--- config.mk ---
export PLATFORM = sky130hd
export DESIGN_NAME = uart_rx_fifo_mon
export DESIGN_NICKNAME = d
export VERILOG_FILES = /design/src/rtl/uart_rx_fifo_mon.sv
export SDC_FILE = /design/constraint.sdc
export NUM_CORES = 1
export LEC_CHECK = 0
export ABC_AREA = 0
export CAP_MARGIN = 40
export CORE_MARGIN = 1.5
export CORE_UTILIZATION = 30
export CTS_CLUSTER_SIZE = 25
export DETAILED_ROUTE_END_ITERATION = 16
export SLEW_MARGIN = 15
export SYNTH_ARGS = -nofsm -noshare
export SYNTH_HDL_FRONTEND = slang
export SYNTH_SLANG_ARGS = --single-unit
--- constraint.sdc ---
create_clock -name clk -period 5.88 [get_ports clk]
set_input_delay 1.176 -clock clk [delete_from_list [all_inputs] [get_ports clk]]
set_output_delay 1.176 -clock clk [all_outputs]
set_load 0.005 [all_outputs]
--- src/rtl/uart_rx_fifo_mon.sv ---
// UART receive channel: synchroniser, runtime-configurable frame decoder
// (5..8 data bits, optional parity, 1 or 2 stop bits) and a receive FIFO
// with a registered head entry and a sticky overflow flag.
`timescale 1ns/1ps
module uart_rx_fifo_mon #(
   parameter int FIFO_DEPTH  = 16,
   parameter int DIV_WIDTH   = 16,
   parameter int SYNC_STAGES = 2
) (
   input  logic                          clk,
   input  logic                          rst_n,
   input  logic                          rx_i,
   input  logic                          rx_en_i,
   input  logic [DIV_WIDTH-1:0]          div_i,
   input  logic [1:0]                    data_bits_i,
   input  logic                          parity_en_i,
   input  logic                          parity_odd_i,
   input  logic                          stop2_i,
   output logic [7:0]                    data_o,
   output logic                          perr_o,
   output logic                          ferr_o,
   output logic                          valid_o,
   input  logic                          ready_i,
   output logic [$clog2(FIFO_DEPTH):0]   count_o,
   output logic                          overflow_o,
   input  logic                          clr_ovf_i,
   output logic                          busy_o
);

   localparam int PTR_W = $clog2(FIFO_DEPTH);
   localparam int CNT_W = PTR_W + 1;

   typedef enum logic [2:0] {
      IDLE, START, DATA, PARITY, STOP1, STOP2, BREAK
   } state_t;

   state_t                 state;
   logic [SYNC_STAGES-1:0] sync_q;
   logic                   rxs;
   logic [DIV_WIDTH-1:0]   div_eff;
   logic [DIV_WIDTH-1:0]   div_q;
   logic [DIV_WIDTH-1:0]   cnt;
   logic [1:0]             bits_q;
   logic                   par_en_q;
   logic                   par_odd_q;
   logic                   stop2_q;
   logic [2:0]             bit_idx;
   logic [7:0]             shreg;
   logic                   perr_q;
   logic                   ferr_q;

   logic                   push;
   logic                   push_ferr;
   logic [9:0]             wdata;
   logic                   pop;
   logic                   full;
   logic                   do_push;
   logic [9:0]             mem [FIFO_DEPTH];
   logic [PTR_W-1:0]       wr_ptr;
   logic [PTR_W-1:0]       rd_ptr;
   logic [PTR_W-1:0]       rd_ptr_nxt;
   logic [CNT_W-1:0]       count;
   logic [9:0]             head_q;
   logic                   ovf_q;

   assign rxs     = sync_q[SYNC_STAGES-1];
   assign div_eff = (div_i < DIV_WIDTH'(8)) ? DIV_WIDTH'(8) : div_i;

   // Metastability synchroniser on the asynchronous serial line; idles high.
   always_ff @(posedge clk or negedge rst_n) begin
      if (!rst_n) sync_q <= '1;
      else        sync_q <= {sync_q[SYNC_STAGES-2:0], rx_i};
   end

   // Frame decoder: bit timing, data assembly and parity/framing checks.
   always_ff @(posedge clk or negedge rst_n) begin
      if (!rst_n) begin
         state     <= IDLE;
         cnt       <= '0;
         div_q     <= '0;
         bits_q    <= '0;
         par_en_q  <= 1'b0;
         par_odd_q <= 1'b0;
         stop2_q   <= 1'b0;
         bit_idx   <= '0;
         shreg     <= '0;
         perr_q    <= 1'b0;
         ferr_q    <= 1'b0;
      end else if (!rx_en_i) begin
         state <= IDLE;
      end else begin
         case (state)
            IDLE: if (!rxs) begin
               state     <= START;
               cnt       <= (div_eff >> 1) - 1'b1;
               div_q     <= div_eff;
               bits_q    <= data_bits_i;
               par_en_q  <= parity_en_i;
               par_odd_q <= parity_odd_i;
               stop2_q   <= stop2_i;
               bit_idx   <= '0;
               shreg     <= '0;
               perr_q    <= 1'b0;
               ferr_q    <= 1'b0;
            end
            START: if (cnt != '0) cnt <= cnt - 1'b1;
               else if (rxs) state <= IDLE;
               else begin
                  state <= DATA;
                  cnt   <= div_q - 1'b1;
               end
            DATA: if (cnt != '0) cnt <= cnt - 1'b1;
               else begin
                  shreg[bit_idx] <= rxs;
                  cnt            <= div_q - 1'b1;
                  if (bit_idx == 3'(bits_q) + 3'd4) state <= par_en_q ? PARITY : STOP1;
                  else bit_idx <= bit_idx + 1'b1;
               end
            PARITY: if (cnt != '0) cnt <= cnt - 1'b1;
               else begin
                  perr_q <= rxs != (^shreg ^ par_odd_q);
                  cnt    <= div_q - 1'b1;
                  state  <= STOP1;
               end
            STOP1: if (cnt != '0) cnt <= cnt - 1'b1;
               else begin
                  ferr_q <= !rxs;
                  if (stop2_q) begin
                     state <= STOP2;
                     cnt   <= div_q - 1'b1;
                  end else state <= rxs ? IDLE : BREAK;
               end
            STOP2: if (cnt != '0) cnt <= cnt - 1'b1;
               else begin
                  ferr_q <= ferr_q | !rxs;
                  state  <= (ferr_q | !rxs) ? BREAK : IDLE;
               end
            BREAK: if (rxs) state <= IDLE;
            default: state <= IDLE;
         endcase
      end
   end

   // The character is pushed in the cycle that samples its final stop bit.
   assign push      = rx_en_i && (cnt == '0) &&
                      ((state == STOP1 && !stop2_q) || state == STOP2);
   assign push_ferr = !rxs | ((state == STOP2) & ferr_q);
   assign wdata     = {perr_q, push_ferr, shreg};

   // Drain handshake: valid_o means the head entry is meaningful; an entry is
   // consumed on every clock edge where valid_o and ready_i are both high.
   assign pop        = valid_o & ready_i;
   assign full       = (count == CNT_W'(FIFO_DEPTH));
   assign do_push    = push & (!full | pop);
   assign rd_ptr_nxt = rd_ptr + 1'b1;

   // FIFO storage; no reset needed because occupancy gates every read.
   always_ff @(posedge clk) begin
      if (do_push) mem[wr_ptr] <= wdata;
   end

   // FIFO pointers, occupancy, registered head entry and sticky overflow.
   always_ff @(posedge clk or negedge rst_n) begin
      if (!rst_n) begin
         wr_ptr <= '0;
         rd_ptr <= '0;
         count  <= '0;
         head_q <= '0;
         ovf_q  <= 1'b0;
      end else begin
         if (do_push) wr_ptr <= wr_ptr + 1'b1;
         if (pop)     rd_ptr <= rd_ptr_nxt;
         case ({do_push, pop})
            2'b10:   count <= count + 1'b1;
            2'b01:   count <= count - 1'b1;
            default: count <= count;
         endcase
         if (pop) begin
            if (count > CNT_W'(1)) head_q <= mem[rd_ptr_nxt];
            else if (do_push)      head_q <= wdata;
         end else if (do_push && count == '0) begin
            head_q <= wdata;
         end
         if (push && full && !pop) ovf_q <= 1'b1;
         else if (clr_ovf_i)       ovf_q <= 1'b0;
      end
   end

   assign data_o     = head_q[7:0];
   assign ferr_o     = head_q[8];
   assign perr_o     = head_q[9];
   assign valid_o    = (count != '0);
   assign count_o    = count;
   assign overflow_o = ovf_q;
   assign busy_o     = (state != IDLE);

endmodule

==> key figures <==
Placed design
  • DP Cell Count: 1417
  • DP HPWL: 17740 µm
  • Gpl congestion: 0.8812
  • Buffers on Ports: 44

Clock tree
  • CTS buffer count: 26
  • Setup repair bufs after CTS: 0
  • Clock transition at path regs: 60 ps
  • Cts repair resizes: 0
  • Clk_lat worst skew: 540 ps
  • Root buffer cell: clkbuf_16
  • H-tree depth: 1
  • Clock tree buffer depth: 3
  • Num Clock Sinks: 239
  • Hold buffers post-CTS: 0
  • CTS tree: yes

Floorplanning
  • Die Ht: between 150 and 200 µm
  • Starting Density: a little under a third
  • Die area: 38870 µm²
  • Site row count: 70
  • Io pins: 45
  • Die X: 197.2 µm
  • Core Area: 36870 µm²

Setup path
  • Crit Path Category: register to register
  • Reg2reg path depth: 6
  • Reg2reg start: cnt[10]$_DFFE_PN0P_
  • CP max stage cell: nor2_1
  • Startpoint types: register
  • Critical Path RT: 6040 ps
  • CP Max Fanout: 11
  • CP cell instances: or4_4 > nor4b_2 > and2_1 > nor3b_2 > nand2_1 > nor2_1
  • R2R Setup Slk: 1820 ps
  • Critical Path AT: between 4000 and 5000 ps
  • CP endpoint kind: register
  • Reg2reg end: mem[11][6]$_DFFE_PP_
  • Max incr delay on CP: 720 ps

Timing
  • Minimum clock period: 4063 ps
  • Worst-Margin Slew: 865.5 ps
  • RSZ-0062 raised after global routing: false
  • Final setup violation count: 0
  • Worst Skew: 13.46 ps
  • Max_slew headroom: 42.09%
  • Max Freq: 246.1 MHz
  • Setup TNS: 0 ps
  • Hold Vio Cnt, Final: 0
  • Final worst path period share: ~70%
  • Max Slew Vio Count: 0

Cells and area
  • Fin cells: 1470
  • Most common cell after layout, fill and taps aside: edfxtp_1
  • Area delta synth->final: 17.44%
  • Commonest cells after routing, fill and taps aside: edfxtp_1 (160), nand2_1 (127), dfrtp_1 (76)
  • Post-layout util: between 30% and 40%
  • Final #Nets: a little under 1000
  • Layout cells sized above 1: 15.03%

Logic synthesis
  • Synth Area in Compound Gates: 9.205%
  • Post-synth EDFFs: between 150 and 200
  • Largest family of logic cells by synthesized area: simple AND/OR/NAND/NOR gates
  • Yosys warning total: 0
  • Distinct cells, synth: 73
  • XOR/XNOR Fraction of Synth Area: about 3.1%
  • Cell taking the most area after synthesis: edfxtp_1
  • Ys flop type: edfxtp_1
  • Mux cell area share after synthesis: approximately a tenth
  • Seq/Total Area, Yosys: 59.98%
  • Ranking of synthesized cells by area: edfxtp_1 (42%), dfrtp_1 (17%), mux4_2 (8.0%)
  • Mapped Nets: 941
  • Synth Register Bits: 239
  • Simple-gate area share of the yosys netlist: 13.09%
  • Synthesized area per cell: 12.54 µm²
  • Post-synthesis adder-cell area fraction: 1.328%
  • Synth Cell Area: 11310 µm²
  • Async SR Flop Fraction: 33.05%
  • Cells after Synth: between 900 and 1000
  • Top cell type's share of synthesized area: 42.48%

Power
  • Design Power: 5.957 mW
  • Static Leak: 4.710 nW
  • Power Density: 448.5 nW/µm²
  • Max VDD drop: 248.7 µV

Flow run
  • Number of max-cap violations: 0

Routing
  • Drt drc: 0
  • Drt pass-1 iters: 5
  • Antenna Nets Post-Route: 0
  • Via count: 7320
  • Final wirelength: 26590 µm
  • Vias per std cell: 4.980
  • Wire per inst: approximately 18 µm
  • DRT iter0 DRCs: 652

Hold path
  • Hold path start: sync_q[0]$_DFF_PN1_
  • Hold path cells: 0
  • Worst min path class: register to register
  • Hold endpoint: sync_q[1]$_DFF_PN1_

Global route
  • Overflow after GRT: 0
  • M1 GR Usage: 19.90%
  • Number of global-route vias before repair: 7324
  • Largest net degree at the start of global routing: 51
  • Total Routing Usage GR: 13.85%
  • GRT busiest layer: met2
  • Met2 GRT Util: 22.22%
  • First-pass GRT wire length: 42280 µm
  • Initial antenna violation count: 1
  • Grt met3 use: between 1.5 and 2%

Status
  • Run status: finished clean
==> cell type report <==
class                      instances  area, µm²
clock buffer                      28      658.1
clock inverter                    20      247.7
antenna                            1      2.502
tap                              504      630.6
fill                            3540      23590
inverter                          16      60.06
multi-input combinational        591       4228
timing repair buffer              71      669.4
sequential                       239       6785
==> synthesized netlist by cell type (all sizes together), types with 5 or more instances <==
| master | number |
|---|---|
| nand3 | 18 |
| ha | 12 |
| o31ai | 8 |
| mux4 | 40 |
| clkbuf | 38 |
| xnor2 | 30 |
| or3 | 10 |
| nand2 | 127 |
| edfxtp | 160 |
| nand4 | 9 |
| or4 | 9 |
| inv | 16 |
| nor2 | 67 |
| xor2 | 10 |
| mux2 | 11 |
| o211ai | 13 |
| buf | 18 |
| nor3 | 30 |
| dfrtp | 77 |
| a211oi | 5 |
| a31oi | 22 |
| mux2i | 15 |
| nand2b | 8 |
| o21ai | 59 |
| nor4 | 8 |
| a21oi | 26 |
==> metal layers <==
metal | share of wire, % | vias to the layer above | wire [µm]
met5 | 0 | - | 0
met4 | 1.9 | 0 | 498
met3 | 5.0 | 39 | 1326
met2 | 46 | 169 | 12280
met1 | 47 | 3625 | 12480
li1 | - | 3487 | -
==> flip-flops by register name, summed over array words and instances (netlist names) <==
register	flops
state	3
bits_q	2
cnt	16
shreg	8
overflow_o	1
perr_q	1
mem	160
count_o	5
div_q	16
par_en_q	1
stop2_q	1
bit_idx	3
rd_ptr	4
ferr_q	1
sync_q	2
wr_ptr	4
par_odd_q	1
head_q	10
==> worst max-delay path, delay by kind of cell (launching register included) <==
family / cells / cell delay, ps
flops: 1 / 470
simple gates: 6 / 3200
==> how the worst max path moves through the flow <==
| stage | start | end | slack, ps | cells after the start |
|---|---|---|---|---|
| after floorplan | div_i[9] | cnt[10]$_DFFE_PN0P_ | 2130 | 12 |
| after global placement | div_i[9] | cnt[10]$_DFFE_PN0P_ | 1530 | 11 |
| after detailed placement | div_i[9] | cnt[10]$_DFFE_PN0P_ | 1460 | 11 |
| after CTS | cnt[10]$_DFFE_PN0P_ | mem[15][5]$_DFFE_PP_ | 1790 | 6 |
| after global routing | cnt[10]$_DFFE_PN0P_ | mem[11][3]$_DFFE_PP_ | 1540 | 6 |
| final | cnt[10]$_DFFE_PN0P_ | mem[11][6]$_DFFE_PP_ | 1820 | 6 |
==> cells by family (layout without fill, tap and decap cells) <==
family	Yosys count	count (layout)
compound gates	163	163
xor+xnor	40	40
fa+ha+maj	12	12
buf+inv	72	135
flops	239	239
mux	66	66
other cells	0	1
simple gates	310	310
==> per-stage QoR <==
| step | hold WS (ps) | area, µm² | setup WS [ps] |
|---|---|---|---|
| 2_1_floorplan | 345.2 | 11310 | 2135 |
| 3_3_place_gp | 346.1 | 12240 | 1527 |
| 3_5_place_dp | 351.6 | 12320 | 1456 |
| 4_1_cts | 351.8 | 13230 | 1794 |
| 5_1_grt | 358.1 | 13280 | 1543 |
| 6_report | 353.6 | 13280 | 1817 |
==> report_power, final <==
part	switching (mW)	total, mW	leakage (nW)	internal [mW]
clock network	0.688	1.72	0.427	1.03
registers	0.258	2.24	2.48	1.98
logic	1.07	2.00	1.80	0.933
(Power assumes the default switching activity.)
==> RTL edit 1: new RTL, same settings <==
Set the parameter `SYNC_STAGES` to 4 (it was 2).
--- a/src/rtl/uart_rx_fifo_mon.sv
+++ b/src/rtl/uart_rx_fifo_mon.sv
@@ -5,7 +5,7 @@
 module uart_rx_fifo_mon #(
    parameter int FIFO_DEPTH  = 16,
    parameter int DIV_WIDTH   = 16,
-   parameter int SYNC_STAGES = 2
+   parameter int SYNC_STAGES = 4
 ) (
    input  logic                          clk,
    input  logic                          rst_n,
Behaviour: not the same (a bounded check fails within 4 cycles, from zero or initial values and one cycle with rst_n low).
==> RTL edit 1 against the unedited design <==
Core utilization decreased by 0.25 points. Sequential power increased by 3%. Via count about the same. Routed wire length decreased by 1.3%. Design area decreased by 1.6%. First-iteration DRC count decreased by 7.4%. Synthesized area decreased by 2.0%. Sequential cell count increased by 2. Non-clock buffer count decreased by 6. Clock skew increased by 12 ps. Setup slack got worse by 130 ps. Total power increased by 2.0%. Critical endpoint is now mem[15][9]. Largest cell class unchanged. Highest routed layer unchanged.
==> RTL edit 1: results (changes against the unedited design) <==
- Vias in the first global route: 7224 (was 7324)
* Number of library cell types mapped by synthesis: 60 (was 73)
- The sequential fraction of the synthesis area is 61.7% (was 60.0%).
- VDD IR-drop max: 0.228 mV (was 0.249 mV)
* GR Util All Layers: 13.8% (was 13.9%)
* Cell types with the largest area share after synthesis: edfxtp_1 (43%), dfrtp_1 (17%), mux4_2 (8.1%) (was edfxtp_1 (42%), dfrtp_1 (17%), mux4_2 (8.0%))
- Clock tree skew after final layout: 25.3 ps (was 13.5 ps)
- Avg Inst Size Synth: 12.9 um^2 (was 12.5 um^2)
* Worst Reg2Reg Path Length in Cells: 8 (was 6)
* Final Routed Wirelength: 26.2 mm (was 26.6 mm)
* Hold Crit Start: sync_q[2] (was sync_q[0])
* Routability congestion estimate: 0.831 (was 0.881)
- The global-route wire length before repair is 41.6 mm (was 42.3 mm).
- The critical register-to-register path endpoint is mem[15][9] (was mem[11][6]).
* Hold path endpoint: sync_q[3] (was sync_q[1])
- The worst path arrival time is 4360 ps (was 4220 ps).
- Commonest cells post-synth: edfxtp_1 (160), nand2_1 (109), dfrtp_1 (77) (was edfxtp_1 (160), nand2_1 (127), dfrtp_1 (77)).
- Antenna violations before repair: 0 (was 1)
- Finished Layout Cells: 1400 (was 1470)
* Routed via count: 7324 (was 7320)
* Launch point of the worst path: cnt[0] (was cnt[10])
* Number of filler cells placed in the layout: 3462 (was 3540)
- The internal reg-to-reg setup slack came to 1680 ps (was 1820 ps).
* DP Cell Count: 1346 (was 1417)
- Number of diodes added for antenna fixing: 0 (was 1)
- The synthesized netlist net count came to 901 (was 941).
- Number of nets in the layout: 951 (was 984)
- The maximum number of pins on one net before global-route repair came to 59 (was 51).
* Result of the run: finished, final reports clean (unchanged)
[RTL edit 1: cell types whose count changed after synthesis, moves of 9 or more]
cell / change
a31oi_1: -13
o22a_1: +10
a22oi_1: +20
a21oi_1: +10
mux2_2: -10
nand2_1: -18
nor4_1: +9
o211ai_1: -10
[RTL edit 1: layout make-up]
type	count	share of cell area, %
clock inverters	18	1.88
clock buffers	30	5.25
multi-input cells	559	30.7
inverters	19	0.546
well taps	468	4.48
repair buffers	65	4.77
flip-flops and latches	241	52.3
[RTL edit 1: per-layer routing]
metal,GRT usage [%],part of all wire [%]
met3,1.93,5.2
met2,22.5,47
met5,0,0
met4,4.16,2.8
met1,19.1,45
[RTL edit 1: worst max-delay path by stage]
stage / end / slack [ps] / cells past startpoint
2_1_floorplan: mem[3][0] / 2010 / 9
3_3_place_gp: mem[11][3] / 1140 / 7
3_5_place_dp: mem[11][4] / 1050 / 7
4_1_cts: mem[11][6] / 1600 / 8
5_1_grt: mem[15][5] / 1480 / 8
6_report: mem[15][9] / 1680 / 8
[RTL edit 1: power groups by stage]
stage | registers, uW | logic, uW | clock network [uW]
after floorplan | 2200 | 1460 | 0
after global placement | 2330 | 1980 | 0
after detailed placement | 2330 | 2020 | 0
after CTS | 2300 | 2020 | 1800
after global routing | 2350 | 2200 | 1860
final | 2300 | 2020 | 1760
[RTL edit 1: logic make-up after synthesis]
group                      after synthesis  share of synthesized area, %
AOI/OAI and AO/OA                      171                          10.0
DFF                                    241                          61.7
and+or+nand+nor                        281                          12.2
buffers and inverters                   62                          2.19
muxes                                   47                          8.77
xor gates and xnor gates                48                          3.79
adders and majority gates               12                          1.35
[RTL edit 1: critical path, cell delays in order (launching register included)]
cell and delay [ps]:
dfrtp_1 400, inv_1 90, ha_1 210, or4b_1 620, or3_4 520, or2_2 380, nor2_1 610, nand2_1 330
nor2_1 680
[RTL edit 1: metrics by stage]
stage	hold slack, ps	util [%]	cell area (um^2)	setup slack (ps)	total power, uW
2_1_floorplan	345	-	11100	2010	3660
3_3_place_gp	347	33.0	12000	1140	4310
3_5_place_dp	347	33.0	12100	1050	4350
4_1_cts	356	35.6	13000	1600	6120
5_1_grt	359	35.8	13100	1480	6400
6_report	356	35.8	13100	1680	6080
==> RTL edit 2: new RTL, config.mk and constraints unchanged <==
Without the edit above. One comparison of `count` changes from == to >=.
--- a/src/rtl/uart_rx_fifo_mon.sv
+++ b/src/rtl/uart_rx_fifo_mon.sv
@@ -150,7 +150,7 @@
    // Drain handshake: valid_o means the head entry is meaningful; an entry is
    // consumed on every clock edge where valid_o and ready_i are both high.
    assign pop        = valid_o & ready_i;
-   assign full       = (count == CNT_W'(FIFO_DEPTH));
+   assign full       = (count >= CNT_W'(FIFO_DEPTH));
    assign do_push    = push & (!full | pop);
    assign rd_ptr_nxt = rd_ptr + 1'b1;
 
Behaviour: no difference found for any inputs over 10 cycles, from zero or initial values and one cycle with rst_n low; that may be too few to reach the edited logic, so the function may still have changed.
==> RTL edit 2 against the unedited design <==
Largest cell class unchanged. Hold slack improved by 4.9 ps. Via count rose by 1.2%. Combinational power fell by 9%. Critical path depth rose by 4. Design area fell by 0.51%. Critical path type is now in2reg. Total power fell by 4.1%. Routed wire length rose by 2.6%. Setup slack improved by 280 ps. Synthesized area fell by 0.64%. Non-clock buffer count rose by 1. Highest routed layer unchanged. Sequential cell count did not move. Core utilization barely moved.
==> RTL edit 2: results (changes against the unedited design) <==
- Result of the run: finished, final reports clean (unchanged)
- The number of logic inverters in the finished layout is 20 (was 16).
- Number of library cell types mapped by synthesis: 72 (was 73)
- FFs & Latches: 239 (unchanged)
- The via count of the first global-routing pass is 7373 (was 7324).
- The worst-path cell with the longest stage delay is nor4_1 (was nor2_1).
- Multi-input logic cell count: 576 (was 591)
- Setup slack on the worst flop-to-flop path: 2250 ps (was 1820 ps)
- DP Cell Count: 1370 (was 1417)
* Commonest cells post-synth: edfxtp_1 (160), nand2_1 (125), dfrtp_1 (77) (was edfxtp_1 (160), nand2_1 (127), dfrtp_1 (77))
- Reported leakage power: 0.00460 uW (was 0.00471 uW)
- Global-route met1 utilization: 19.7% (was 19.9%)
- Routability congestion estimate: 0.847 (was 0.881)
* Dpl cell area: 0.0123 mm^2 (about the same)
- HPWL Detailed: 18.6 mm (was 17.7 mm)
- Data arrival time of the critical path: 4170 ps (was 4220 ps)
- Global Route met3 Usage: 2.12% (was 1.98%)
- Post-detailed-route wirelength per cell: 19.2 um (was 18.1 um)
- Share of cell area taken by flip-flops and latches: 51.3% (was 51.1%)
- The number of nets in the layout is 975 (was 984).
- Share of cells above drive strength 1: 14.5% (was 15.0%)
- Cell types with the largest area share after synthesis: edfxtp_1 (43%), dfrtp_1 (17%), mux4_2 (8.0%) (was edfxtp_1 (42%), dfrtp_1 (17%), mux4_2 (8.0%)).
* Met2 usage in global routing: 23.4% (was 22.2%)
* Post-synthesis compound-gate area fraction: 9.26% (was 9.20%)
- The sequential fraction of the synthesis area came to 60.4% (was 60.0%).
* Crit-path max FO: 7 (was 11)
- WL met2: 13.1 mm (was 12.3 mm)
- The proportion of synthesized area in mux cells was 10.4% (was 10.5%).
- The buffering overhead is 5.20% (was 5.04%).
* VDD IR-drop max: 0.335 mV (was 0.249 mV)
- Area growth syn-to-layout: 17.6% (was 17.4%)
* Number of filler cells placed in the layout: 3510 (was 3540)
* Clk_buf instances: 31 (was 28)
* Xor and xnor area share after synthesis: 3.51% (was 3.10%)
- The internal power came to 3800 uW (was 3940 uW).
* Net count after synthesis: 923 (was 941)
- The number of antenna cells inserted is 0 (was 1).
- Share of synthesized cell area in full adder, half adder and majority cells: 1.45% (was 1.33%)
- The violation count after the first detailed-route iteration is 631 (was 652).
- GR Util All Layers: 14.3% (was 13.9%)
* Cell count after synthesis: 883 (was 902)
- Worst Reg2Reg Path Length in Cells: 8 (was 6)
* Antenna violations before repair: 0 (was 1)
* Clock tree skew after final layout: 17.0 ps (was 13.5 ps)
- Routed met3 length: 1.32 mm (was 1.33 mm)
RTL edit 2: cell types whose count changed after synthesis, sizes merged, moves of 5 or more:
cell	change
clkbuf	-9
nor2	-12
nor3	-7
nor4	+5
o21ai	-7
or4	-5
RTL edit 2: logic make-up (layout without fill, tap and decap cells):
group                    Yosys count  count (layout)
AND/OR/NAND/NOR                  292             292
flip-flops                       239             239
AO/OA/AOI/OAI                    161             161
buffers and inverters             68             139
multiplexers                      65              65
XOR/XNOR                          45              45
adder cells (fa/ha/maj)           13              13
RTL edit 2: how the worst max path moves through the flow:
stage | cells after the start | to | from | slack (ps)
after floorplan | 10 | cnt[12] | div_i[7] | 2420
after global placement | 7 | mem[7][1] | rx_en_i | 1680
after detailed placement | 7 | mem[10][1] | rx_en_i | 1610
after CTS | 10 | cnt[8] | div_i[7] | 2170
after global routing | 10 | cnt[8] | div_i[4] | 1870
final | 10 | cnt[8] | div_i[7] | 2090
